**src/rtl/defines_pkg.sv**
```systemverilog
// Shared constants and payload types for the matrix-vector multiplier datapath.
package defines_pkg;

    // Rows of the A matrix, i.e. results per output vector.
    localparam int unsigned NROWS_A = 3;

    // Default requantizer shift and output FIFO depth.
    localparam int unsigned REQ_SHIFT = 4;
    localparam int unsigned REQ_DEPTH = 4;

    // One buffered requantized element with its vector-boundary flags.
    typedef struct packed {
        logic signed [7:0] data;
        logic              last;
        logic              vovf;
    } req_entry_t;

endpackage

```
**src/rtl/sync_fifo.sv**
```systemverilog
// Single-clock FIFO with natural-wrap pointers and an occupancy count.
module sync_fifo #(
    parameter int unsigned WIDTH = 8,
    parameter int unsigned DEPTH = 4
) (
    input  logic             clk,
    input  logic             reset,
    input  logic             push,
    input  logic             pop,
    input  logic [WIDTH-1:0] wdata,
    output logic [WIDTH-1:0] rdata,
    output logic             full,
    output logic             empty
);

    localparam int unsigned AW = $clog2(DEPTH);
    localparam int unsigned CW = AW + 1;

    logic [WIDTH-1:0] mem [DEPTH];
    logic [AW-1:0]    wptr;
    logic [AW-1:0]    rptr;
    logic [CW-1:0]    count;
    logic             do_push;
    logic             do_pop;

    assign full    = (count == CW'(DEPTH));
    assign empty   = (count == '0);
    assign do_push = push && !full;
    assign do_pop  = pop && !empty;
    assign rdata   = mem[rptr];

    // Pointer and occupancy bookkeeping.
    always_ff @(posedge clk) begin
        if (reset) begin
            wptr  <= '0;
            rptr  <= '0;
            count <= '0;
        end else begin
            if (do_push) wptr <= wptr + AW'(1);
            if (do_pop)  rptr <= rptr + AW'(1);
            case ({do_push, do_pop})
                2'b10:   count <= count + CW'(1);
                2'b01:   count <= count - CW'(1);
                default: count <= count;
            endcase
        end
    end

    // Storage array; contents need no reset since count gates visibility.
    always_ff @(posedge clk) begin
        if (do_push) mem[wptr] <= wdata;
    end

endmodule

```
**src/rtl/mvm_requant_out.sv**
```systemverilog
// Requantizes 16-bit multiplier results to int8 and buffers them with vector markers.
module mvm_requant_out
    import defines_pkg::*;
#(
    parameter int unsigned NROWS = NROWS_A,
    parameter int unsigned DEPTH = REQ_DEPTH,
    parameter int unsigned SHIFT = REQ_SHIFT,
    parameter int unsigned RELU  = 1
) (
    input  logic               clk,
    input  logic               reset,
    input  logic               s_valid,
    output logic               s_ready,
    input  logic signed [15:0] data_in,
    input  logic               ovf_in,
    output logic               m_valid,
    input  logic               m_ready,
    output logic signed [7:0]  data_out,
    output logic               m_last,
    output logic               vec_overflow
);

    localparam int unsigned RW = (NROWS > 1) ? $clog2(NROWS) : 1;
    localparam int unsigned EW = $bits(req_entry_t);
    localparam logic [RW-1:0] LAST_ROW = RW'(NROWS - 1);

    logic [RW-1:0]      row_cnt;
    logic               vacc;
    logic               accept;
    logic               pop;
    logic               full;
    logic               empty;
    logic               is_last;
    logic signed [15:0] shifted;
    logic signed [7:0]  qval;
    req_entry_t         wentry;
    req_entry_t         head;
    logic [EW-1:0]      rdata;

    assign s_ready = !full;
    assign m_valid = !empty;
    assign accept  = s_valid && s_ready;
    assign pop     = m_valid && m_ready;
    assign is_last = (row_cnt == LAST_ROW);
    assign shifted = data_in >>> SHIFT;

    // Shift, optional ReLU, saturate; an upstream overflow pins the value to +max.
    always_comb begin
        qval = 8'sd0;
        if (ovf_in) begin
            qval = 8'sd127;
        end else if ((RELU != 0) && (shifted < 16'sd0)) begin
            qval = 8'sd0;
        end else if (shifted > 16'sd127) begin
            qval = 8'sd127;
        end else if (shifted < -16'sd128) begin
            qval = -8'sd128;
        end else begin
            qval = shifted[7:0];
        end
    end

    // Entry written on accept; the vector overflow flag only rides on the last element.
    always_comb begin
        wentry.data = qval;
        wentry.last = is_last;
        wentry.vovf = is_last ? (vacc | ovf_in) : 1'b0;
    end

    // Row position within the vector and sticky overflow across it.
    always_ff @(posedge clk) begin
        if (reset) begin
            row_cnt <= '0;
            vacc    <= 1'b0;
        end else if (accept) begin
            if (is_last) begin
                row_cnt <= '0;
                vacc    <= 1'b0;
            end else begin
                row_cnt <= row_cnt + RW'(1);
                vacc    <= vacc | ovf_in;
            end
        end
    end

    sync_fifo #(
        .WIDTH (EW),
        .DEPTH (DEPTH)
    ) u_fifo (
        .clk   (clk),
        .reset (reset),
        .push  (accept),
        .pop   (pop),
        .wdata (wentry),
        .rdata (rdata),
        .full  (full),
        .empty (empty)
    );

    assign head = rdata;

    // Head entry is visible only while valid.
    assign data_out     = m_valid ? head.data : 8'sd0;
    assign m_last       = m_valid ? head.last : 1'b0;
    assign vec_overflow = m_valid ? head.vovf : 1'b0;

endmodule

```
**config.mk**
```make
export PLATFORM = sky130hd
export DESIGN_NAME = mvm_requant_out
export DESIGN_NICKNAME = d
export VERILOG_FILES = /design/src/rtl/defines_pkg.sv /design/src/rtl/sync_fifo.sv /design/src/rtl/mvm_requant_out.sv
export SDC_FILE = /design/constraint.sdc
export NUM_CORES = 1
export LEC_CHECK = 0
export ABC_AREA = 1
export CORE_ASPECT_RATIO = 1.5
export CORE_UTILIZATION = 30
export CTS_CLUSTER_SIZE = 24
export DETAILED_ROUTE_END_ITERATION = 7
export PLACE_DENSITY_LB_ADDON = 0.2
export SYNTH_ARGS = -nofsm -noshare
export SYNTH_HDL_FRONTEND = slang
export SYNTH_HIERARCHICAL = 1
export SYNTH_SLANG_ARGS = --single-unit
```
**constraint.sdc**
```tcl
create_clock -name clk -period 2 [get_ports clk]
set_input_delay 0.4 -clock clk [delete_from_list [all_inputs] [get_ports clk]]
set_output_delay 0.4 -clock clk [all_outputs]
set_load 0.05 [all_outputs]
```
==> impl_metrics.csv, run 1 <==
group,metric,value,unit
power_and_ir_drop,leakagePower,0.001231,µW
synth,yosysTopAreaCell,"edfxtp_1",
floorplan,ios,33,
clock_network,clk_pin_slew,0.06,ns
floorplan,num_rows,39,
clock_network,cts_made_buffers,5,
worst_setup_path,cp-start-kind,"register",
run_status,run_status,"finished, final reports clean",
detailed_routing,antenna_left,0,
worst_setup_path,cp.arrival,1.48,ns
timing,period_needed,1.875,ns
timing,setup_viol,0,
finish,diodes,0,
timing,hold_viol_final,0,
timing,slew_viol_final,0,
clock_network,cts_sinks,52,
grt,grt_pass1_vias,1663,
grt,overflow,0,
clock_network,cts-root-buf,"clkbuf_16",
synth,yosys_warnings,6,
run,drv_cap,0,
finish,finalInstanceArea,3043,µm²
worst_setup_path,critPathRequiredTime,1.60,ns
finish,final_util,39.72,%
synth,syn_inst,241,
finish,drive_above_1_share,23.61,%
timing,tns,0,ns
finish,fillCellCount,785,
placement,dp_hpwl,3501,µm
floorplan,start_util,30.98,%
worst_setup_path,crit_type,"register to output port",
min_path,hp-start,"row_cnt[1]",
detailed_routing,drc,0,
finish,layout.nets,314,
synth,synthesis.area,2374,µm²
clock_network,post_cts_buffers,0,
worst_setup_path,worstSetupEndpointType,"output port",
timing,min_period_over_period,93.77,%
clock_network,cts_tree,"done",
floorplan,die_width,74.63,µm
synth,yosysSeqAreaShare,60.73,%
detailed_routing,dr.pass1.iters,4,
floorplan,die_y,110.9,µm
synth,avgSynthCellArea,9.849,µm²
synth,synth_cell_types,24,
grt,antenna_found_initial,0,
detailed_routing,wl,4772,µm
finish,area_growth,28.20,%
placement,io_buffers,28,
clock_network,htree_levels,2,
clock_network,ctsHoldBuffers,0,
placement,dp.cells,382,
synth,yosysTopAreaCellShare,50.61,%
placement,place_congestion,0.7157,
detailed_routing,via_per_inst,4.297,
timing,clock.fmax,533.2,MHz
worst_setup_path,cp_max_fo,8,
detailed_routing,vias,1676,
power_and_ir_drop,p_per_area,1308,nW/µm²
clock_network,clk-insertion-delay-late,0.28,ns
floorplan,coreArea,7661,µm²
detailed_routing,wl_per_cell,12.24,µm
grt,grt_pass1_wl,7879,µm
finish,fin_cells,390,
finish,final_common_cell,"nor2_1",
synth,ys_ff_latch,52,
clock_network,cts_buffer_depth,2,
timing,finalClockSkew,0.004028,ns
detailed_routing,drtIter0Drc,35,
worst_setup_path,r2r-start,"u_fifo/count[1]",
timing,holdWs,0.4898,ns
floorplan,die_area,8279,µm²
grt,track_usage,13.00,%
finish,final_cell_mix,"nor2_1, edfxtp_1, inv_1, buf_4, o21ai_0",
timing,rsz0062_at_grt,"true",
min_path,hp-class,"register to register",
power_and_ir_drop,max-vdd-ir-drop,0.4847,mV
placement,place_area,2874,µm²
grt,grt_start_max_net_pins,16,
synth,synth_area_leaders,"edfxtp_1, dfxtp_1, nor2_1",
==> flip-flops by register name, indices dropped and copies added (netlist names), named ones only <==
| name | count |
|---|---|
| u_fifo/wptr | 2 |
| u_fifo/rptr | 2 |
| u_fifo/mem | 40 |
| row_cnt | 2 |
| u_fifo/count | 3 |
| vacc | 1 |
==> cell usage after synthesis (all sizes together) <==
master and instances:
nor2 50, edfxtp 40, inv 40, nand2 32, o21ai 22, a21oi 12, dfxtp 12, o22ai 10
nand3 7, ha 5, buf 4, clkbuf 3, clkinv 1, conb 1, fa 1, o21a 1
==> layer usage <==
metal | wire, µm | vias up | track usage (%) | part of all wire (%)
met5 | 0 | - | 0 | 0
met4 | 85 | 0 | 4.906 | 1.8
met3 | 124 | 7 | 2.636 | 2.6
met2 | 2716 | 22 | 23.60 | 57
met1 | 1846 | 769 | 14.22 | 39
li1 | - | 878 | - | -
==> layout make-up <==
type	count	area, µm²	area share [%]
Clock buffer	5	125.1	4.112
Clock inverter	3	13.76	0.4523
Inverter	41	156.4	5.140
Multi-Input combinational cell	144	760.7	25.00
Sequential cell	52	1451	47.70
Tap cell	102	127.6	4.194
Timing Repair Buffer	43	407.9	13.40
==> worst paths after layout <==
check                    end  slack, ns  depth (start not counted)
max              data_out[5]       0.12                          6
max reg2reg  u_fifo/count[2]       0.19                         15
min reg2reg       row_cnt[1]       0.49                          2
min               row_cnt[1]       0.49                          2
==> per-stage QoR <==
stage	setup slack, ns	total power, µW
after floorplan	0.1287	2532
after global placement	-0.1848	3169
after detailed placement	-0.2308	3187
after CTS	0.01985	4013
after global routing	-0.001882	4222
final	0.1247	3982
==> logic make-up after synthesis <==
kind of cell | synth area share, %
AO/OA/AOI/OAI | 10.12
adder cells (fa/ha/maj) | 3.479
buffers and inverters | 8.117
flip-flops | 60.73
other | 0.1580
AND/OR/NAND/NOR | 17.40
==> power by group <==
part / switching (µW) / leakage [µW] / internal (µW)
clock network: 353 / 0.0000710 / 455
logic: 1150 / 0.000704 / 639
registers: 71.6 / 0.000455 / 1310
==> worst max-delay path: stages (launching register included) <==
cell and delay [ns]:
dfxtp_2 0.36, buf_4 0.17, o21ai_0 0.09, o22ai_1 0.21
inv_1 0.07, nor2_2 0.13, buf_12 0.15
==> what timing repair did <==
action / CTS / global route
pin swaps: 0 / 2
gates resized for setup: 4 / 12
endpoints found under the setup margin: 8 / 5
Note: power is estimated with default switching activity, not from simulation.
==> inputs of run 2 (changes only) <==
==> constraint.sdc (replaced) <==
create_clock -name clk -period 2 [get_ports clk]
set_input_delay 0.2 -clock clk [delete_from_list [all_inputs] [get_ports clk]]
set_output_delay 0.2 -clock clk [all_outputs]
set_load 0.05 [all_outputs]
==> run 2 against run 1 <==
Against the previous run: largest power group unchanged; worst setup slack got worse by 0.010 ns; first-iteration DRC count rose by 14%; die area did not move; combinational power barely moved; critical path depth rose by 9; clock-buffer cell count did not move; register-to-register slack got worse by 0.08 ns; critical endpoint is now u_fifo/count[2].
==> impl_metrics.csv, run 2 (same netlist as run 1, synthesis figures left out) <==
group,metric,value,unit
finish,final_util,40.34,%
timing,setup_viol,0,
timing,min_period_over_period,94.27,%
grt,grt_pass1_vias,1665,
detailed_routing,antenna_left,0,
worst_setup_path,crit_chain,"nor2_4 > nand2_2 > inv_1 > nor2_2 > nand2_2 > inv_2 > ha_2 > inv_1 > fa_1 > inv_1 > nand2_1 > nand3_1 > nand2_1 > nand2_1 > nor2_1",
worst_setup_path,r2r-start,"u_fifo/count[1]",
power_and_ir_drop,leakagePower,0.001255,µW
timing,finalClockSkew,0.005109,ns
worst_setup_path,cpPeakStageDelay,0.37,ns
power_and_ir_drop,p_int,2769,µW
worst_setup_path,cp-start-kind,"register",
grt,grt_pass1_wl,7824,µm
worst_setup_path,crit_start,"u_fifo/count[1]",
placement,place_area,2859,µm²
floorplan,die_width,74.63,µm
finish,fin_cells,389,
grt,track_usage,12.92,%
timing,hold_viol_final,0,
worst_setup_path,critPathRequiredTime,2.19,ns
floorplan,num_rows,39,
worst_setup_path,worstSetupEndpointType,"register",
clock_network,clk_pin_slew,0.06,ns
power_and_ir_drop,p_per_area,1405,nW/µm²
finish,top_register,"u_fifo/mem",
clock_network,cts_made_buffers,5,
detailed_routing,dr_wl_met3,134,µm
detailed_routing,drc,0,
clock_network,cts_sinks,52,
floorplan,die_y,110.9,µm
finish,largest_reg_flops,40,
power_and_ir_drop,p_switching,1575,µW
detailed_routing,wl_met1,1904,µm
placement,io_buffers,28,
finish,final_common_cell,"nor2_1",
run,drv_cap,0,
detailed_routing,dr.pass1.iters,4,
worst_setup_path,worstSetupEndpoint,"u_fifo/count[2]",
power_and_ir_drop,combPwrFrac,40.6,%
detailed_routing,highest_layer,"met4",
detailed_routing,wl_per_cell,12.15,µm
timing,rsz0062_at_grt,"true",
finish,final_cell_mix,"nor2_1, edfxtp_1, inv_1, buf_4, o21ai_0",
floorplan,die_area,8279,µm²
finish,finalInstanceArea,3090,µm²
timing,slew_viol_final,0,
floorplan,coreArea,7661,µm²
power_and_ir_drop,power_frac_seq,31.7,%
run_status,run_status,"finished, final reports clean",
timing,period_needed,1.885,ns
min_path,hp-class,"register to register",
detailed_routing,vias,1688,
finish,layout.nets,313,
clock_network,htree_levels,2,
clock_network,cts-root-buf,"clkbuf_16",
worst_setup_path,r2r_cells,15,
power_and_ir_drop,clkPwrFrac,27.7,%
worst_setup_path,critPathSlowestCell,"fa_1",
timing,clock.fmax,530.4,MHz
floorplan,start_util,30.98,%
detailed_routing,wl_met2,2579,µm
detailed_routing,wl,4727,µm
grt,overflow,0,
clock_network,cts_buffer_depth,2,
placement,dp.cells,380,
clock_network,clk-insertion-delay-late,0.29,ns
finish,diodes,0,
placement,dp_hpwl,3378,µm
finish,drive_above_1_share,22.30,%
worst_setup_path,r2r_end,"u_fifo/count[2]",
detailed_routing,via_per_inst,4.339,
worst_setup_path,cp.arrival,2.07,ns
grt,antenna_found_initial,0,
timing,holdWs,0.4862,ns
finish,top_regs,"u_fifo/mem (40), u_fifo/count (3)",
clock_network,cts_tree,"done",
power_and_ir_drop,p_sw_share,36.25,%
power_and_ir_drop,max-vdd-ir-drop,0.5387,mV
finish,area_growth,30.21,%
worst_setup_path,crit_type,"register to register",
floorplan,ios,33,
detailed_routing,drtIter0Drc,40,
grt,grt_start_max_net_pins,17,
worst_setup_path,cp_max_fo,4,
timing,tns,0,ns
placement,place_congestion,0.6971,
worst_setup_path,reg2reg_slack,0.11,ns
-- run 2: changes by cell type in the layout (fill, tap and decap cells not counted), sizes merged --
cell,change
buf,-1
bufinv,+3
clkinv,-3
-- run 2: cell type report --
class,instances,area [µm²]
inverter,41,153.9
tap,102,127.6
sequential,52,1445
fill,757,4571
multi-input combinational,144,755.7
timing repair buffer,42,392.9
clock inverter,3,90.09
clock buffer,5,125.1
-- run 2: critical path, delay by kind of cell (launching register included) --
kind / cells / cell delay [ns]
buffers and inverters: 4 / 0.27
AND/OR/NAND/NOR: 9 / 0.62
flip-flops: 1 / 0.36
adder cells (fa/ha/maj): 2 / 0.54
-- run 2: power by group through the flow --
stage	Combinational, µW	Clock (µW)	Sequential (µW)
final	1760	1200	1380
after floorplan	1150	0	1380
after detailed placement	1770	0	1390
after CTS	1770	1230	1370
after global routing	1920	1270	1390
after global placement	1760	0	1390
-- run 2: how the worst min path moves through the flow --
stage                   start              to  depth (start not counted)
3_3_place_gp       row_cnt[1]      row_cnt[1]                          2
5_1_grt        u_fifo/wptr[0]  u_fifo/wptr[0]                          2
3_5_place_dp       row_cnt[1]      row_cnt[1]                          2
6_report           row_cnt[1]      row_cnt[1]                          2
4_1_cts            row_cnt[1]      row_cnt[1]                          2
2_1_floorplan           reset  u_fifo/wptr[0]                          1
-- run 2: per-stage QoR --
stage / setup WS, ns / power [µW]
finish: 0.1145 / 4343
CTS: 0.01862 / 4374
global route: -0.05302 / 4582
floorplan: 0.1287 / 2532
global placement: 0.009437 / 3153
detailed placement: -0.02884 / 3167
-- run 2: per-layer routing --
layer | global-route usage [%] | vias to the layer above
met2 | 22.82 | 26
met4 | 6.038 | 0
li1 | - | 865
met3 | 2.455 | 9
met5 | 0 | -
met1 | 14.32 | 788
-- run 2: timing repair --
action / in CTS / in global routing
setup endpoints to repair: 0 / 2
setup buffers: 0 / 1
hold buffers: 0 / 0
resized for setup: 0 / 7
==> inputs of run 3 (changes only) <==
--- a/config.mk
+++ b/config.mk
@@ -7,10 +7,11 @@
 export LEC_CHECK = 0
 export ABC_AREA = 1
 export CORE_ASPECT_RATIO = 1.5
-export CORE_UTILIZATION = 30
+export CORE_UTILIZATION = 49
 export CTS_CLUSTER_SIZE = 24
 export DETAILED_ROUTE_END_ITERATION = 7
 export PLACE_DENSITY_LB_ADDON = 0.2
+export SETUP_SLACK_MARGIN = 0.4
 export SYNTH_ARGS = -nofsm -noshare
 export SYNTH_HDL_FRONTEND = slang
 export SYNTH_HIERARCHICAL = 1
==> run 3 against run 2 <==
Against the previous run: wire length up 5.4%; first-iteration DRC count up 60%; clock power down 50%; combinational power up 15%; global-route usage up 8.9 points; final cell count down 6.9%; sequential share of layout area down 0.47 points; core utilization up 28 points; sequential power about the same; critical endpoint is now data_out[4]; largest power group unchanged; highest routed layer unchanged.
==> impl_metrics.csv, run 3 (same netlist as run 1, synthesis figures left out) <==
group,metric,value,unit
finish,area_growth,32.21,%
worst_setup_path,cp.arrival,1.55,ns
grt,met1_usage,24.13,%
power_and_ir_drop,leakagePower,0.001254,µW
grt,grt_use_met3,3.120,%
timing,clock.fmax,571.3,MHz
min_path,hp-class,"register to register",
clock_network,cts_tree,"done",
floorplan,die_area,5132,µm²
detailed_routing,drtIter0Drc,64,
clock_network,clk_pin_slew,0.10,ns
finish,top_register,"u_fifo/mem",
clock_network,cts_buffer_depth,2,
run_status,run_status,"finished, final reports clean",
finish,largest_reg_flops,40,
power_and_ir_drop,p_per_area,1285,nW/µm²
timing,slew_viol_final,0,
finish,final_common_cell,"edfxtp_1",
worst_setup_path,cp-start-kind,"register",
placement,dp_hpwl,2995,µm
finish,drive_above_1_share,33.89,%
worst_setup_path,crit_type,"register to output port",
run,drv_cap,0,
timing,setup_viol,0,
detailed_routing,drc,0,
worst_setup_path,cpPeakStageDelay,0.44,ns
placement,io_buffers,28,
worst_setup_path,worstSetupEndpoint,"data_out[4]",
power_and_ir_drop,max-vdd-ir-drop,0.7983,mV
grt,overflow,0,
clock_network,clk-insertion-delay-late,0.30,ns
worst_setup_path,crit_top_cell,"buf_4",
floorplan,die_y,87.24,µm
clock_network,cts-root-buf,"clkbuf_8",
finish,finalInstanceArea,3138,µm²
grt,use_met2,40.29,%
worst_setup_path,cp_max_fo,6,
grt,track_usage,21.87,%
floorplan,start_util,51.83,%
worst_setup_path,r2r_end,"u_fifo/count[2]",
worst_setup_path,reg2reg_slack,0.27,ns
finish,top_regs,"u_fifo/mem (40), u_fifo/count (3)",
worst_setup_path,r2r-start,"u_fifo/count[1]",
worst_setup_path,crit_chain,"buf_4 > clkinvlp_4 > o21ai_1 > o22ai_1 > inv_1 > nor2_2 > buf_4",
timing,period_needed,1.750,ns
detailed_routing,wl,4983,µm
worst_setup_path,worstSetupEndpointType,"output port",
grt,antenna_found_initial,0,
grt,grt_start_max_net_pins,18,
floorplan,coreArea,4579,µm²
timing,min_period_over_period,87.52,%
clock_network,ctsHoldBuffers,0,
worst_setup_path,critPathRequiredTime,1.80,ns
min_path,hp-start,"row_cnt[1]",
floorplan,die_width,58.83,µm
grt,grt_pass1_vias,1703,
timing,tns,0,ns
timing,rsz0062_at_grt,"true",
detailed_routing,vias,1769,
clock_network,cts_made_buffers,5,
grt,top_usage_layer,"met2",
placement,place_area,2788,µm²
floorplan,num_rows,30,
clock_network,cts_sinks,52,
timing,holdWs,0.5046,ns
placement,place_congestion,0.7234,
detailed_routing,via_per_inst,4.887,
floorplan,ios,33,
grt,grt_pass1_wl,8024,µm
finish,layout.nets,324,
finish,diodes,0,
detailed_routing,antenna_left,0,
worst_setup_path,critPathSlowestCell,"dfxtp_4",
power_and_ir_drop,fin_total_pwr,4031,µW
finish,fillCellCount,356,
worst_setup_path,r2r_cells,15,
detailed_routing,wl_per_cell,13.77,µm
detailed_routing,dr.pass1.iters,4,
timing,hold_viol_final,0,
timing,finalClockSkew,0.01250,ns
finish,final_cell_mix,"edfxtp_1, nor2_1, inv_1, nand2_1, buf_4",
clock_network,htree_levels,2,
## run 3: cell types whose count changed in the layout (fill, tap and decap cells not counted), sizes merged
cell	before	now
clkbuf	5	6
clkdlybuf4s15	0	1
clkinv	1	3
bufinv	3	0
buf	26	31
clkinvlp	0	6
inv	40	39
## run 3: how the worst min path moves through the flow
stage / to / slack [ns] / depth (start not counted)
finish: row_cnt[1] / 0.50 / 2
detailed placement: row_cnt[1] / 0.49 / 2
global placement: row_cnt[1] / 0.46 / 2
floorplan: u_fifo/wptr[0] / 0.27 / 1
CTS: row_cnt[1] / 0.51 / 2
global route: u_fifo/wptr[0] / 0.54 / 2
## run 3: what timing repair did
item	4_1_cts	5_1_grt
gates cloned	5	2
setup endpoints to repair	14	36
buffers inserted	9	2
gates resized for setup	30	19
pin swaps	10	5
## run 3: final cells by class
type / instances / area, µm² / share of cell area [%]
Sequential cell: 52 / 1453 / 46.29
Multi-Input combinational cell: 144 / 828.3 / 26.40
Timing Repair Buffer: 49 / 491.7 / 15.67
Inverter: 41 / 166.4 / 5.303
Tap cell: 64 / 80.08 / 2.552
Clock buffer: 5 / 68.82 / 2.193
Timing Repair inverter: 4 / 27.53 / 0.8772
Clock inverter: 3 / 22.52 / 0.7177
## run 3: metal layers
| metal | share of wire [%] | vias to the layer above |
|---|---|---|
| met2 | 58 | 29 |
| met1 | 39 | 842 |
| met5 | 0 | - |
| met4 | 1.5 | 0 |
| met3 | 2.0 | 6 |
| li1 | - | 892 |
## run 3: worst max-delay path, delay by kind of cell (launching register included)
family / cells / cell delay [ns]
AOI/OAI and AO/OA: 2 / 0.24
and+or+nand+nor: 1 / 0.03
buffers and inverters: 4 / 0.54
DFF: 1 / 0.44
## run 3: stage by stage
step | setup slack (ns) | utilization, % | std cells
final | 0.2496 | 68.52 | 362
after global routing | 0.1056 | 68.52 | 362
after CTS | 0.2755 | 67.08 | 358
after detailed placement | 0.05458 | 60.87 | 336
after global placement | 0.08251 | 60.87 | 336
after floorplan | 0.3461 | - | 244
## run 3: where the power goes
group | total, µW | internal (µW) | switching, µW
clock | 596 | 251 | 345
combinational | 2030 | 755 | 1280
sequential | 1400 | 1310 | 90.0
total | 4030 | 2320 | 1710
